`src/rtl/lock_controller_pkg.sv`:
```
// Shared definitions for the electronic lock: FSM states, button indices,
// decoded button commands and the lockout display nibble.
package lock_controller_pkg;

    typedef enum logic [1:0] {
        ST_LOCKED  = 2'd0,
        ST_OPEN    = 2'd1,
        ST_LOCKOUT = 2'd2
    } lock_state_t;

    typedef enum logic [2:0] {
        CMD_NONE   = 3'd0,
        CMD_ENTER  = 3'd1,
        CMD_CLEAR  = 3'd2,
        CMD_SUBMIT = 3'd3,
        CMD_SET    = 3'd4
    } lock_cmd_t;

    localparam int BTN_ENTER  = 3;
    localparam int BTN_CLEAR  = 2;
    localparam int BTN_SUBMIT = 1;
    localparam int BTN_SET    = 0;

    localparam logic [3:0] LOCKOUT_NIBBLE = 4'hE;

endpackage

```
`src/rtl/lock_controller_btn_debounce.sv`:
```
// Single-button debouncer: the level follows raw only after raw has held a new
// value for DEBOUNCE_CYCLES consecutive clocks; a press yields a 1-cycle pulse.
module btn_debounce #(
    parameter int DEBOUNCE_CYCLES = 50000
) (
    input  logic clk,
    input  logic rst,
    input  logic raw,
    output logic level,
    output logic rise_pulse
);

    localparam int CNT_W = (DEBOUNCE_CYCLES > 1) ? $clog2(DEBOUNCE_CYCLES + 1) : 1;

    logic [CNT_W-1:0] cnt;

    // NOTE: state registers use non-blocking assignments so every flop samples
    // the pre-edge values of the others, regardless of statement order.
    always_ff @(posedge clk) begin
        if (rst) begin
            level      <= 1'b0;
            rise_pulse <= 1'b0;
            cnt        <= '0;
        end else begin
            rise_pulse <= 1'b0;
            if (raw == level) begin
                cnt <= '0;
            end else if (cnt == CNT_W'(DEBOUNCE_CYCLES - 1)) begin
                level      <= raw;
                rise_pulse <= raw;
                cnt        <= '0;
            end else begin
                cnt <= cnt + 1'b1;
            end
        end
    end

endmodule

```
`src/rtl/lock_controller.sv`:
```
// Code-entry and lock FSM: debounced buttons build a 4-digit entry that is
// checked against the stored combination, driving unlock/alarm and the display.
module lock_controller
    import lock_controller_pkg::*;
#(
    parameter int          DEBOUNCE_CYCLES = 50000,
    parameter int          UNLOCK_CYCLES   = 250000000,
    parameter int          LOCKOUT_CYCLES  = 500000000,
    parameter int          MAX_TRIES       = 3,
    parameter logic [15:0] RESET_CODE      = 16'h1234
) (
    input  logic        clk,
    input  logic        rst,
    input  logic [3:0]  switch,
    input  logic [3:0]  btn,
    output logic [15:0] digits,
    output logic [3:0]  dig_valid,
    output logic [3:0]  led,
    output logic        unlocked,
    output logic        alarm
);

    localparam int TIMER_MAX = (UNLOCK_CYCLES > LOCKOUT_CYCLES) ? UNLOCK_CYCLES : LOCKOUT_CYCLES;
    localparam int TIMER_W   = $clog2(TIMER_MAX + 1);
    localparam logic [TIMER_W-1:0] UNLOCK_LOAD  = TIMER_W'(UNLOCK_CYCLES - 1);
    localparam logic [TIMER_W-1:0] LOCKOUT_LOAD = TIMER_W'(LOCKOUT_CYCLES - 1);

    logic [3:0] btn_level;
    logic [3:0] btn_pulse;
    logic [3:0] press;

    for (genvar i = 0; i < 4; i++) begin : gen_db
        btn_debounce #(
            .DEBOUNCE_CYCLES(DEBOUNCE_CYCLES)
        ) u_db (
            .clk       (clk),
            .rst       (rst),
            .raw       (btn[i]),
            .level     (btn_level[i]),
            .rise_pulse(btn_pulse[i])
        );
    end

    // A press is a rising pulse while the debounced level is held high.
    assign press = btn_pulse & btn_level;

    lock_state_t        state, state_d;
    lock_cmd_t          cmd;
    logic [15:0]        entry, entry_d;
    logic [15:0]        code, code_d;
    logic [2:0]         ptr, ptr_d;
    logic [2:0]         tries, tries_d, tries_inc;
    logic [TIMER_W-1:0] timer, timer_d;
    logic               full;

    always_comb begin
        cmd = CMD_NONE;
        if      (press[BTN_CLEAR])  cmd = CMD_CLEAR;
        else if (press[BTN_SUBMIT]) cmd = CMD_SUBMIT;
        else if (press[BTN_SET])    cmd = CMD_SET;
        else if (press[BTN_ENTER])  cmd = CMD_ENTER;
    end

    assign full      = (ptr == 3'd4);
    assign tries_inc = (tries == 3'd7) ? 3'd7 : tries + 3'd1;

    // NOTE: every next-state variable gets a default before the case so no
    // path leaves it unassigned and no latch is inferred.
    always_comb begin
        state_d = state;
        entry_d = entry;
        code_d  = code;
        ptr_d   = ptr;
        tries_d = tries;
        timer_d = timer;

        case (state)
            ST_LOCKED: begin
                case (cmd)
                    CMD_CLEAR: begin
                        entry_d = '0;
                        ptr_d   = '0;
                    end
                    CMD_SUBMIT: begin
                        if (full) begin
                            entry_d = '0;
                            ptr_d   = '0;
                            if (entry == code) begin
                                state_d = ST_OPEN;
                                tries_d = '0;
                                timer_d = UNLOCK_LOAD;
                            end else begin
                                tries_d = tries_inc;
                                if (tries_inc >= 3'(MAX_TRIES)) begin
                                    state_d = ST_LOCKOUT;
                                    timer_d = LOCKOUT_LOAD;
                                end
                            end
                        end
                    end
                    CMD_ENTER: begin
                        if (!full) begin
                            entry_d[4*(3-int'(ptr[1:0])) +: 4] = switch;
                            ptr_d = ptr + 3'd1;
                        end
                    end
                    default: ;
                endcase
            end

            ST_OPEN: begin
                if (timer == '0) begin
                    state_d = ST_LOCKED;
                    entry_d = '0;
                    ptr_d   = '0;
                end else begin
                    timer_d = timer - 1'b1;
                    case (cmd)
                        CMD_CLEAR: begin
                            state_d = ST_LOCKED;
                            entry_d = '0;
                            ptr_d   = '0;
                        end
                        CMD_SET: begin
                            if (full) begin
                                code_d  = entry;
                                entry_d = '0;
                                ptr_d   = '0;
                                timer_d = UNLOCK_LOAD;
                            end
                        end
                        CMD_ENTER: begin
                            if (!full) begin
                                entry_d[4*(3-int'(ptr[1:0])) +: 4] = switch;
                                ptr_d = ptr + 3'd1;
                            end
                        end
                        default: ;
                    endcase
                end
            end

            ST_LOCKOUT: begin
                if (timer == '0) begin
                    state_d = ST_LOCKED;
                    tries_d = '0;
                end else begin
                    timer_d = timer - 1'b1;
                end
            end

            default: state_d = ST_LOCKED;
        endcase
    end

    // Outputs are registered from the next-state values so they line up
    // with the state they describe.
    always_ff @(posedge clk) begin
        if (rst) begin
            state     <= ST_LOCKED;
            entry     <= '0;
            code      <= RESET_CODE;
            ptr       <= '0;
            tries     <= '0;
            timer     <= '0;
            digits    <= '0;
            dig_valid <= '0;
            led       <= '0;
            unlocked  <= 1'b0;
            alarm     <= 1'b0;
        end else begin
            state    <= state_d;
            entry    <= entry_d;
            code     <= code_d;
            ptr      <= ptr_d;
            tries    <= tries_d;
            timer    <= timer_d;
            led      <= switch;
            unlocked <= (state_d == ST_OPEN);
            alarm    <= (state_d == ST_LOCKOUT);
            if (state_d == ST_LOCKOUT) begin
                digits    <= {4{LOCKOUT_NIBBLE}};
                dig_valid <= 4'hF;
            end else begin
                digits    <= entry_d;
                dig_valid <= ~(4'hF >> ptr_d);
            end
        end
    end

endmodule

```
`config.mk`:
```
export PLATFORM = sky130hd
export DESIGN_NAME = lock_controller
export DESIGN_NICKNAME = d
export VERILOG_FILES = /design/src/rtl/lock_controller_pkg.sv /design/src/rtl/lock_controller_btn_debounce.sv /design/src/rtl/lock_controller.sv
export SDC_FILE = /design/constraint.sdc
export NUM_CORES = 1
export LEC_CHECK = 0
export BUFFER_PORTS_ARGS = -buffer_cell sky130_fd_sc_hd__buf_2
export CORE_MARGIN = 10
export CORE_UTILIZATION = 53
export DETAILED_ROUTE_END_ITERATION = 16
export HOLD_SLACK_MARGIN = 0.06
export MAX_ROUTING_LAYER = met4
export PLACE_DENSITY = 0.69
export SLEW_MARGIN = 10
export SYNTH_ARGS = -nofsm -noshare
export SYNTH_HDL_FRONTEND = slang
export SYNTH_SLANG_ARGS = --single-unit
```
`constraint.sdc`:
```
create_clock -name clk -period 2.9 [get_ports clk]
set_input_delay 0.29 -clock clk [delete_from_list [all_inputs] [get_ports clk]]
set_output_delay 0.29 -clock clk [all_outputs]
set_load 0.02 [all_outputs]
```
==> results.ini, run 1 <==
[pwr]
power.leakage_uw=0.00366
power_uw=4660
peakVddDrop_mv=0.420
powerDensity_nw_per_um2=510

[cts]
numCtsBuffers=17
clk_path_buf_depth=2
cts_root_buf=clkbuf_16
clkTransAtPathRegs_ns=0.07
post_cts_buffers=0
cts_tree=done
cts_sinks=167
holdBufCountCts=0
cts_resized=0
htree_levels=4
clock_latency_ns=0.43

[critical_path]
cp.required_ns=3.26
slowest_stage=a221o_1
r2r_start=entry[9]
cp.arrival_ns=3.11
crit_cells=6
path_max_fanout=14
reg2reg_depth=6
cp_num_buf_inv=0
start_kind=register
reg2reg_to=timer[8]
cpPeakStageDelay_ns=0.60
cp-end-kind=register
ff2ff_setup_slack_ns=0.15
critical-path-top-delay-family=simple AND/OR/NAND/NOR gates
path_class=reg -> reg
crit_path_cell_trace=xor2_1 > nor4_2 > nand4_1 > a221o_1 > or4b_1 > a21oi_1

[grt]
grt_pass1_wl_um=32400
antenna_found_initial=0
grt_max_degree=33
grt_usage_pct=19.7
first_global_vias=6650
grt-ovfl-total=0

[routing]
dr.pass1.iters=7
wl_per_cell_um=15.8
drt_iter0_drc=660
vias=7053
drc=0
vias_per_cell=5.84
totalWireLength_um=19100
ant_nets=0

[yosys]
seq_area_frac_synth_pct=41.4
synthAdderAreaFrac_pct=2.63
yosys_warnings=0
syn_area_sq_um=8080
synth_xor_area_share_pct=7.92
synth-compound-area-share_pct=15.8
synth.distinct_cells=73
synth_top_family_by_area=simple AND/OR/NAND/NOR gates
synth_area_leaders=dfxtp_1 41%, nor2_1 5.6%, xor2_1 5.0%, nand2_1 4.8%, nand3_1 3.1%
async_flop_share_pct=0
yosys.area.top_type_share_pct=41.4
synth_fp_nets=989
synth_edf_count=0
synthMuxAreaShare_pct=0.496
synth-seq-cells=167
synth.avg_cell_area_sq_um=8.40
yosys.area.top_type=dfxtp_1
synthFlopType=dfxtp_1
synth-simple-area-share_pct=27.8
netlist_instances=962

[floorplan]
die_w_um=143
pin_count=36
die_height_um=143
fp-row-count=45
die_area_sq_um=20600
start_util_pct=53.5
coreArea_sq_um=15100

[sta]
post-route-period-util_pct=94.9
fmax_ghz=0.363
rsz0062_at_grt=false
fin_setup_tns_ns=0
max-slew-margin-rel_pct=30.6
whs_ns=0.154
tightestPinTransition_ns=1.02
hold_viol=0
fin_crit_ns=2.75
final_max_slew_viol_count=0
setup_viol=0
skew_ns=0.0103

[placed_design]
hpwl_um=13500
place_inst=1176
numPortBuffers=35
place.gp.congestion=0.906

[layout]
final_cell_mix=167 x dfxtp_1, 120 x nor2_1, 103 x nand2_1, 50 x nand3_1
fin_cells=1208
fillers=1349
syn2layout_area_growth_pct=13.0
nets=1034
diodes=0
drive_gt1_share_pct=12.1
final_common_cell=dfxtp_1

[hold_path]
min_to=gen_db[1].u_db.level
holdPathStages=3
min_path_type=in -> reg
hold_start=btn[1]

[outcome]
status=finished, final reports clean

[run]
maxCapViolCount=0

==> stage by stage <==
step / setup WS [ns] / area (sq um) / util [%]
2_1_floorplan: 0.339 / 8080 / -
3_3_place_gp: 0.233 / 8530 / 56.5
3_5_place_dp: 0.177 / 8530 / 56.5
4_1_cts: 0.157 / 9120 / 60.5
5_1_grt: 0.0150 / 9120 / 60.5
6_report: 0.147 / 9120 / 60.5
==> report_power, final <==
part           total [uW]  internal (uW)  switching [uW]
Clock                2270           1280             995
Sequential           2310           2300            4.79
Combinational        76.9           20.2            56.7
Total                4660           3600            1060
==> cell families (layout without fill, tap and decap cells) <==
family | after synthesis | count (layout)
adder cells (fa/ha/maj) | 17 | 17
AND/OR/NAND/NOR | 438 | 438
flip-flops | 167 | 167
multiplexers | 4 | 4
AO/OA/AOI/OAI | 189 | 189
XOR/XNOR | 73 | 73
buffers and inverters | 74 | 132
==> flip-flops by register name, indices dropped and copies added (netlist names) <==
signal / count
code: 16
state: 2
gen_db.u_db.cnt: 64
entry: 16
led: 4
digits: 16
ptr: 3
unlocked: 1
dig_valid: 4
tries: 3
alarm: 1
gen_db.u_db.level: 4
timer: 29
gen_db.u_db.rise_pulse: 4
==> cells in the mapped netlist, types with 16 or more instances <==
master and instances:
dfxtp_1 167, nor2_1 120, nand2_1 103, nand3_1 50, a21oi_1 46, xor2_1 46, inv_1 34, and3_1 32
clkbuf_1 31, o21ai_0 28, xnor2_1 27, nor3_1 26, nand4_1 20, ha_1 17, o211ai_1 16
==> how the worst max path moves through the flow <==
stage | startpoint | to | slack, ns
floorplan | timer[0] | timer[26] | 0.34
global placement | timer[0] | timer[26] | 0.23
detailed placement | timer[0] | timer[26] | 0.18
CTS | entry[9] | timer[8] | 0.16
global route | entry[9] | digits[2] | 0.02
finish | entry[9] | timer[8] | 0.15
==> worst register-to-register path, stage by stage, from the launching register on <==
cell and delay, ns:
dfxtp_1 0.35, xor2_1 0.18, nor4_2 0.47, nand4_1 0.36, a221o_1 0.60, or4b_1 0.56, a21oi_1 0.16
==> per-layer routing <==
metal	GRT usage, %	wire, um
met5	-	0
met3	4.65	1060
met2	29.6	8650
met1	25.8	9100
met4	6.02	299
==> area by class of cell <==
cell class	instances	area [sq um]	share of cell area [%]
multi-input cells	721	4410	48.4
flip-flops and latches	167	3340	36.6
clock buffers	20	467	5.12
repair buffers	66	408	4.47
well taps	188	235	2.58
clock inverters	12	129	1.41
inverters	34	128	1.40
Note: power is estimated with default switching activity, not from simulation.
==> inputs of run 2 (changes only) <==
--- a/config.mk
+++ b/config.mk
@@ -5,13 +5,14 @@
 export SDC_FILE = /design/constraint.sdc
 export NUM_CORES = 1
 export LEC_CHECK = 0
+export ABC_AREA = 1
 export BUFFER_PORTS_ARGS = -buffer_cell sky130_fd_sc_hd__buf_2
 export CORE_MARGIN = 10
-export CORE_UTILIZATION = 53
+export CORE_UTILIZATION = 50
 export DETAILED_ROUTE_END_ITERATION = 16
 export HOLD_SLACK_MARGIN = 0.06
 export MAX_ROUTING_LAYER = met4
-export PLACE_DENSITY = 0.69
+export PLACE_DENSITY = 0.66
 export SLEW_MARGIN = 10
 export SYNTH_ARGS = -nofsm -noshare
 export SYNTH_HDL_FRONTEND = slang
==> run 2 against run 1 <==
  * Die area increased by 17%
  * Setup slack better by 0.21 ns
  * Register-to-register slack improved by 0.21 ns
  * Via count up 22%
  * Non-clock buffer count fell by 18
  * Sequential power hardly changed
  * Fmax is 8.4% higher
  * Largest cell class unchanged
  * Count of clock-buffer cells in the layout decreased by 1
==> results.ini, run 2 <==
[placed_design]
numPortBuffers=35  ; unchanged
place.gp.congestion=0.907  ; about the same
placed_cell_area_sq_um=9490  ; +11%
hpwl_um=16100  ; +19%
place_inst=1585  ; +35%

[cts]
numCtsBuffers=17  ; unchanged
cts_resized=0  ; unchanged
cts_sinks=167  ; unchanged
holdBufCountCts=0  ; unchanged
post_cts_buffers=0  ; unchanged
cts_tree=done
clock_latency_ns=0.43  ; about the same
clk_path_buf_depth=2  ; unchanged
htree_levels=4  ; unchanged
cts_root_buf=clkbuf_16
clkTransAtPathRegs_ns=0.07  ; about the same

[layout]
finish.utilization_pct=56.3  ; -4.2 points
final_cell_mix=295 x nand2_1, 167 x nor2_1, 167 x dfxtp_1, 136 x nand3_1, 134 x inv_1
drive_gt1_share_pct=12.5  ; +0.41 points
final_common_cell=nand2_1
nets=1402  ; +36%
fin_cells=1617  ; +34%
design_area_sq_um=10100  ; +11%
reg_top3=gen_db.u_db.cnt x64, timer x29
fillers=1747  ; +30%
syn2layout_area_growth_pct=10.5
registers.top_by_ff_count=gen_db.u_db.cnt
diodes=0  ; unchanged
largest_reg_flops=64  ; unchanged

[routing]
drc=0  ; unchanged
vias=8589  ; +22%
totalWireLength_um=22700  ; +19%
vias_per_cell=5.31  ; -9.0%
wl_per_cell_um=14.0  ; -11%
drt_iter0_drc=613  ; -7.1%
ant_nets=0  ; unchanged
dr.pass1.iters=5  ; -2

[critical_path]
cp.required_ns=3.21  ; -0.05 ns
cp-end-kind=register
cp.arrival_ns=2.85  ; -0.26 ns
startpoint=ptr[0]
path_class=reg -> reg
path_max_fanout=13  ; -1
start_kind=register
r2r_start=ptr[0]

[yosys]
synth-seq-cells=167  ; unchanged
synth_fp_nets=1377  ; +39%
yosys-top-cells-count=295 x nand2_1, 167 x dfxtp_1, 167 x nor2_1
synth_edf_count=0  ; unchanged
synthMostInstantiatedCell=nand2_1
netlist_instances=1350  ; +40%
yosys.area.top_type_share_pct=36.5  ; -4.9 points
async_flop_share_pct=0  ; unchanged
synthFlopType=dfxtp_1
seq_area_frac_synth_pct=36.5  ; -4.9 points
synth.avg_cell_area_sq_um=6.78  ; -19%
yosys_warnings=0  ; unchanged
synth.distinct_cells=43  ; -41%
synth_area_leaders=dfxtp_1 37%, nand2_1 12%, nand3_1 7.4%, nor2_1 6.8%, inv_1 5.5%
yosys.area.top_type=dfxtp_1
syn_area_sq_um=9150  ; +13%

[sta]
hold_viol=0  ; unchanged
skew_ns=0.00972  ; -0.000617 ns
post-route-period-util_pct=87.6  ; -7.3 points
final_max_slew_viol_count=0  ; unchanged
fin_setup_tns_ns=0  ; unchanged
tightestPinTransition_ns=0.626  ; -0.398 ns
rsz0062_at_grt=false
whs_ns=0.127  ; -0.0270 ns
fmax_ghz=0.394  ; +8.4%
fin_crit_ns=2.54  ; -0.213 ns
max-slew-margin-rel_pct=58.1  ; +28 points
setup_viol=0  ; unchanged

[grt]
first_global_vias=7892  ; +19%
top_usage_layer=met2
grt_usage_pct=19.2  ; -0.52 points
use_met3_pct=3.69  ; -0.96 points
grt_pass1_wl_um=37800  ; +17%
grt-ovfl-total=0  ; unchanged
grt_max_degree=37  ; +12%
antenna_found_initial=0  ; unchanged
grt_use_met1_pct=23.4  ; -2.4 points
grt_use_met2_pct=31.0  ; +1.4 points

[floorplan]
coreArea_sq_um=18000  ; +19%
fp-row-count=49  ; +8.9%
pin_count=36  ; unchanged
die_area_sq_um=24100  ; +17%
start_util_pct=51.0  ; -2.6 points
die_height_um=155  ; +8.3%
die_w_um=155  ; +8.3%

[pwr]
power.leakage_uw=0.00449  ; +23%
peakVddDrop_mv=0.390  ; -7.3%
powerDensity_nw_per_um2=474  ; -7.2%

[run]
maxCapViolCount=0  ; unchanged

[hold_path]
hold_start=btn[0]
min_path_type=in -> reg

[outcome]
status=finished, final reports clean

==> run 2: cell count changes after synthesis, sizes merged, moves of 12 or more <==
| cell | before | now |
|---|---|---|
| nor2 | 120 | 190 |
| xor2 | 46 | 27 |
| nor4b | 12 | 0 |
| clkbuf | 31 | 15 |
| buf | 9 | 27 |
| o21ai | 40 | 62 |
| inv | 34 | 169 |
| a21oi | 46 | 78 |
| xnor2 | 27 | 3 |
| nand2 | 103 | 315 |
| o211ai | 16 | 43 |
| and3 | 32 | 1 |
| nand3 | 50 | 137 |
==> run 2: worst paths after layout <==
kind	to	slack [ns]	depth (start not counted)
min	gen_db[0].u_db.rise_pulse	0.13	3
max	digits[9]	0.36	12
min reg2reg	gen_db[2].u_db.cnt[0]	0.45	1
max reg2reg	digits[9]	0.36	12
==> run 2: per-layer routing <==
layer	wire, um	part of all wire, %
met1	10400	46
met2	10700	47
met3	869	3.8
met4	631	2.8
met5	0	0
==> run 2: report_power, final <==
part	internal, uW	switching (uW)	total (uW)
registers	2300	4.20	2310
clock network	1410	996	2400
logic	22.1	63.1	85.2
total	3730	1060	4790
==> run 2: cell families after synthesis <==
family | share of synthesized area (%)
simple gates | 36.1
fa+ha+maj | 2.32
flops | 36.5
xor+xnor | 2.87
buf+inv | 9.40
compound gates | 12.8
==> run 2: critical path, cell delays in order (launching register included) <==
cell,delay (ns)
dfxtp_1,0.50
inv_1,0.19
ha_1,0.26
nand2_2,0.22
inv_2,0.12
nor2_1,0.43
nand2_1,0.11
o211ai_1,0.13
nand3_1,0.10
o211ai_1,0.10
o211ai_1,0.11
nand2_1,0.10
nand2_2,0.05
==> run 2: cell type report <==
| class | instances | area, sq um | share of cell area [%] |
|---|---|---|---|
| multi-input cells | 972 | 4950 | 48.9 |
| flip-flops and latches | 167 | 3340 | 33.1 |
| inverters | 169 | 639 | 6.32 |
| clock buffers | 19 | 443 | 4.38 |
| well taps | 229 | 287 | 2.83 |
| repair buffers | 48 | 273 | 2.70 |
| clock inverters | 13 | 180 | 1.78 |
==> run 2: through the flow <==
step | setup WS [ns] | power (uW)
floorplan | 0.731 | 2410
global placement | 0.503 | 2440
detailed placement | 0.410 | 2440
CTS | 0.387 | 4850
global route | 0.0442 | 4950
finish | 0.360 | 4790
==> inputs of run 3 (changes only) <==
--- a/config.mk
+++ b/config.mk
@@ -6,13 +6,12 @@
 export NUM_CORES = 1
 export LEC_CHECK = 0
 export ABC_AREA = 1
-export BUFFER_PORTS_ARGS = -buffer_cell sky130_fd_sc_hd__buf_2
 export CORE_MARGIN = 10
 export CORE_UTILIZATION = 50
 export DETAILED_ROUTE_END_ITERATION = 16
+export DONT_BUFFER_PORTS = 1
 export HOLD_SLACK_MARGIN = 0.06
 export MAX_ROUTING_LAYER = met4
-export PLACE_DENSITY = 0.66
 export SLEW_MARGIN = 10
 export SYNTH_ARGS = -nofsm -noshare
 export SYNTH_HDL_FRONTEND = slang
==> constraint.sdc (replaced) <==
create_clock -name clk -period 3.15 [get_ports clk]
set_input_delay 0.315 -clock clk [delete_from_list [all_inputs] [get_ports clk]]
set_output_delay 0.315 -clock clk [all_outputs]
set_load 0.02 [all_outputs]
==> run 3 against run 2 <==
  * Via count is 2.1% lower
  * Setup slack gained 0.30 ns
  * Sequential power down 8%
  * Flip-flop and latch count is the same
  * Combinational power fell by 18%
  * Core utilization down 0.93 points
  * Critical endpoint is now timer[20]
  * Largest power group is now registers
  * Register-to-register slack better by 0.30 ns
  * Critical path type unchanged
  * First-iteration DRC count is 0.49% higher
==> results.ini, run 3 (synthesized netlist as in run 2, its figures left out) <==
[outcome]
status=finished, final reports clean

[sta]
final_max_slew_viol_count=0  ; unchanged
rsz0062_at_grt=false
fin_setup_tns_ns=0  ; unchanged
whs_ns=0.0847  ; -0.0425 ns
tightestPinTransition_ns=0.980  ; +0.353 ns
max-slew-margin-rel_pct=34.5  ; -24 points
hold_viol=0  ; unchanged
setup_viol=0  ; unchanged
post-route-period-util_pct=79.1  ; -8.5 points
skew_ns=0.0123  ; +0.00258 ns
fin_crit_ns=2.49  ; -0.0489 ns
fmax_ghz=0.401  ; +2.0%

[grt]
grt_pass1_wl_um=38200  ; +0.89%
antenna_found_initial=0  ; unchanged
first_global_vias=7677  ; -2.7%
grt-ovfl-total=0  ; unchanged
grt_usage_pct=19.5  ; +0.33 points
grt_max_degree=45  ; +22%

[layout]
drive_gt1_share_pct=10.0  ; -2.5 points
nets=1374  ; -2.0%
final_cell_mix=295 x nand2_1, 167 x nor2_1, 167 x dfxtp_1, 136 x nand3_1, 134 x inv_1
final_common_cell=nand2_1
largest_reg_flops=64  ; unchanged
diodes=0  ; unchanged
syn2layout_area_growth_pct=8.67
fillers=1779  ; +1.8%
registers.top_by_ff_count=gen_db.u_db.cnt
reg_top3=gen_db.u_db.cnt x64, timer x29
design_area_sq_um=9950  ; -1.7%

[critical_path]
cp.arrival_ns=2.80  ; -0.05 ns
path_max_fanout=27  ; +14
start_kind=register
cp-end-kind=register
slowest_stage=dfxtp_1
cp.required_ns=3.46  ; +0.25 ns
crit_path_cell_trace=inv_1 > ha_1 > nand2_2 > buf_4 > a21oi_1 > o21ai_0 > a21oi_2 > nand2_4 > inv_4 > nand3_1 > nand2_1 > nor2_1
cpPeakStageDelay_ns=0.40  ; -0.10 ns
reg2reg_to=timer[20]
path_class=reg -> reg
r2r_start=ptr[0]
reg2reg_depth=12  ; unchanged
ff2ff_setup_slack_ns=0.66  ; +0.30 ns

[floorplan]
start_util_pct=51.0  ; unchanged
coreArea_sq_um=18000  ; unchanged
pin_count=36  ; unchanged
die_w_um=155  ; unchanged
fp-row-count=49  ; unchanged
die_height_um=155  ; unchanged
die_area_sq_um=24100  ; unchanged

[pwr]
swShare_pct=22.9  ; +0.68 points
seqPwrFrac_pct=50.8  ; +2.7 points
p_int_uw=3230  ; -13%
power.leakage_uw=0.00432  ; -3.8%
power_uw=4180  ; -13%
peakVddDrop_mv=0.541  ; +39%
power.switching_uw=957  ; -10%
combPwrFrac_pct=1.7  ; about the same
powerDensity_nw_per_um2=420  ; -11%
power_frac_clock_pct=47.5  ; -2.6 points

[cts]
post_cts_buffers=0  ; unchanged
cts_resized=0  ; unchanged
cts_sinks=167  ; unchanged
cts_tree=done
clkTransAtPathRegs_ns=0.07  ; about the same
cts_root_buf=clkbuf_16
clk_path_buf_depth=2  ; unchanged
numCtsBuffers=17  ; unchanged
clock_latency_ns=0.43  ; about the same
htree_levels=4  ; unchanged
holdBufCountCts=8  ; +8

[routing]
wl_per_cell_um=14.2  ; +0.93%
drc=0  ; unchanged
drt_iter0_drc=616  ; +0.49%
totalWireLength_um=22500  ; -0.88%
dr.pass1.iters=5  ; unchanged
vias_per_cell=5.30  ; -0.27%
ant_nets=0  ; unchanged
vias=8412  ; -2.1%

[run]
maxCapViolCount=0  ; unchanged

[hold_path]
hold_start=btn[1]
holdPathStages=2  ; -1
min_path_type=in -> reg
min_to=gen_db[1].u_db.level

[placed_design]
place.gp.congestion=0.930  ; +2.5%
hpwl_um=16000  ; -0.71%
placed_cell_area_sq_um=9310  ; -1.9%
numPortBuffers=0  ; -100%

run 3: power groups by stage:
stage / clock network (uW) / logic (uW) / registers (uW)
floorplan: 0 / 47.0 / 2170
global placement: 0 / 57.3 / 2170
detailed placement: 0 / 57.3 / 2170
CTS: 2050 / 70.6 / 2130
global route: 2120 / 79.7 / 2130
finish: 1990 / 69.9 / 2130
run 3: layout make-up:
cell class,instances,area (sq um),share of cell area [%]
clock buffers,21,470,4.73
clock inverters,10,87.6,0.881
inverters,169,639,6.43
multi-input cells,972,4950,49.8
flip-flops and latches,167,3340,33.6
well taps,229,287,2.88
repair buffers,20,170,1.71
run 3: worst max-delay path: cells and delay by family, from the launching register on:
kind	cells	cell delay (ns)
compound gates	3	0.52
fa+ha+maj	1	0.22
flops	1	0.40
simple gates	5	0.48
buf+inv	3	0.73
run 3: worst max path at each step:
stage           start           end  slack [ns]  depth (start not counted)
6_report       ptr[0]     timer[20]        0.66                         12
3_3_place_gp   ptr[0]     timer[20]        0.78                         12
4_1_cts        ptr[0]      timer[8]        0.69                         11
3_5_place_dp   ptr[0]      timer[8]        0.70                         11
5_1_grt        ptr[0]     timer[20]        0.43                         12
2_1_floorplan  ptr[0]  dig_valid[3]        0.98                         11
run 3: through the flow:
step	std cells	worst slack [ns]	utilization, %
final	1588	0.659	55.4
after global routing	1588	0.428	55.4
after CTS	1588	0.685	55.4
after detailed placement	1549	0.700	51.8
after global placement	1549	0.782	51.8
after floorplan	1350	0.981	-
run 3: per-layer routing:
metal | vias to the layer above | global-route usage [%] | part of all wire [%]
met5 | - | - | 0
met4 | 0 | 6.73 | 2.2
met3 | 34 | 4.36 | 5.9
met2 | 180 | 28.5 | 43
met1 | 3795 | 26.1 | 49
li1 | 4403 | - | -
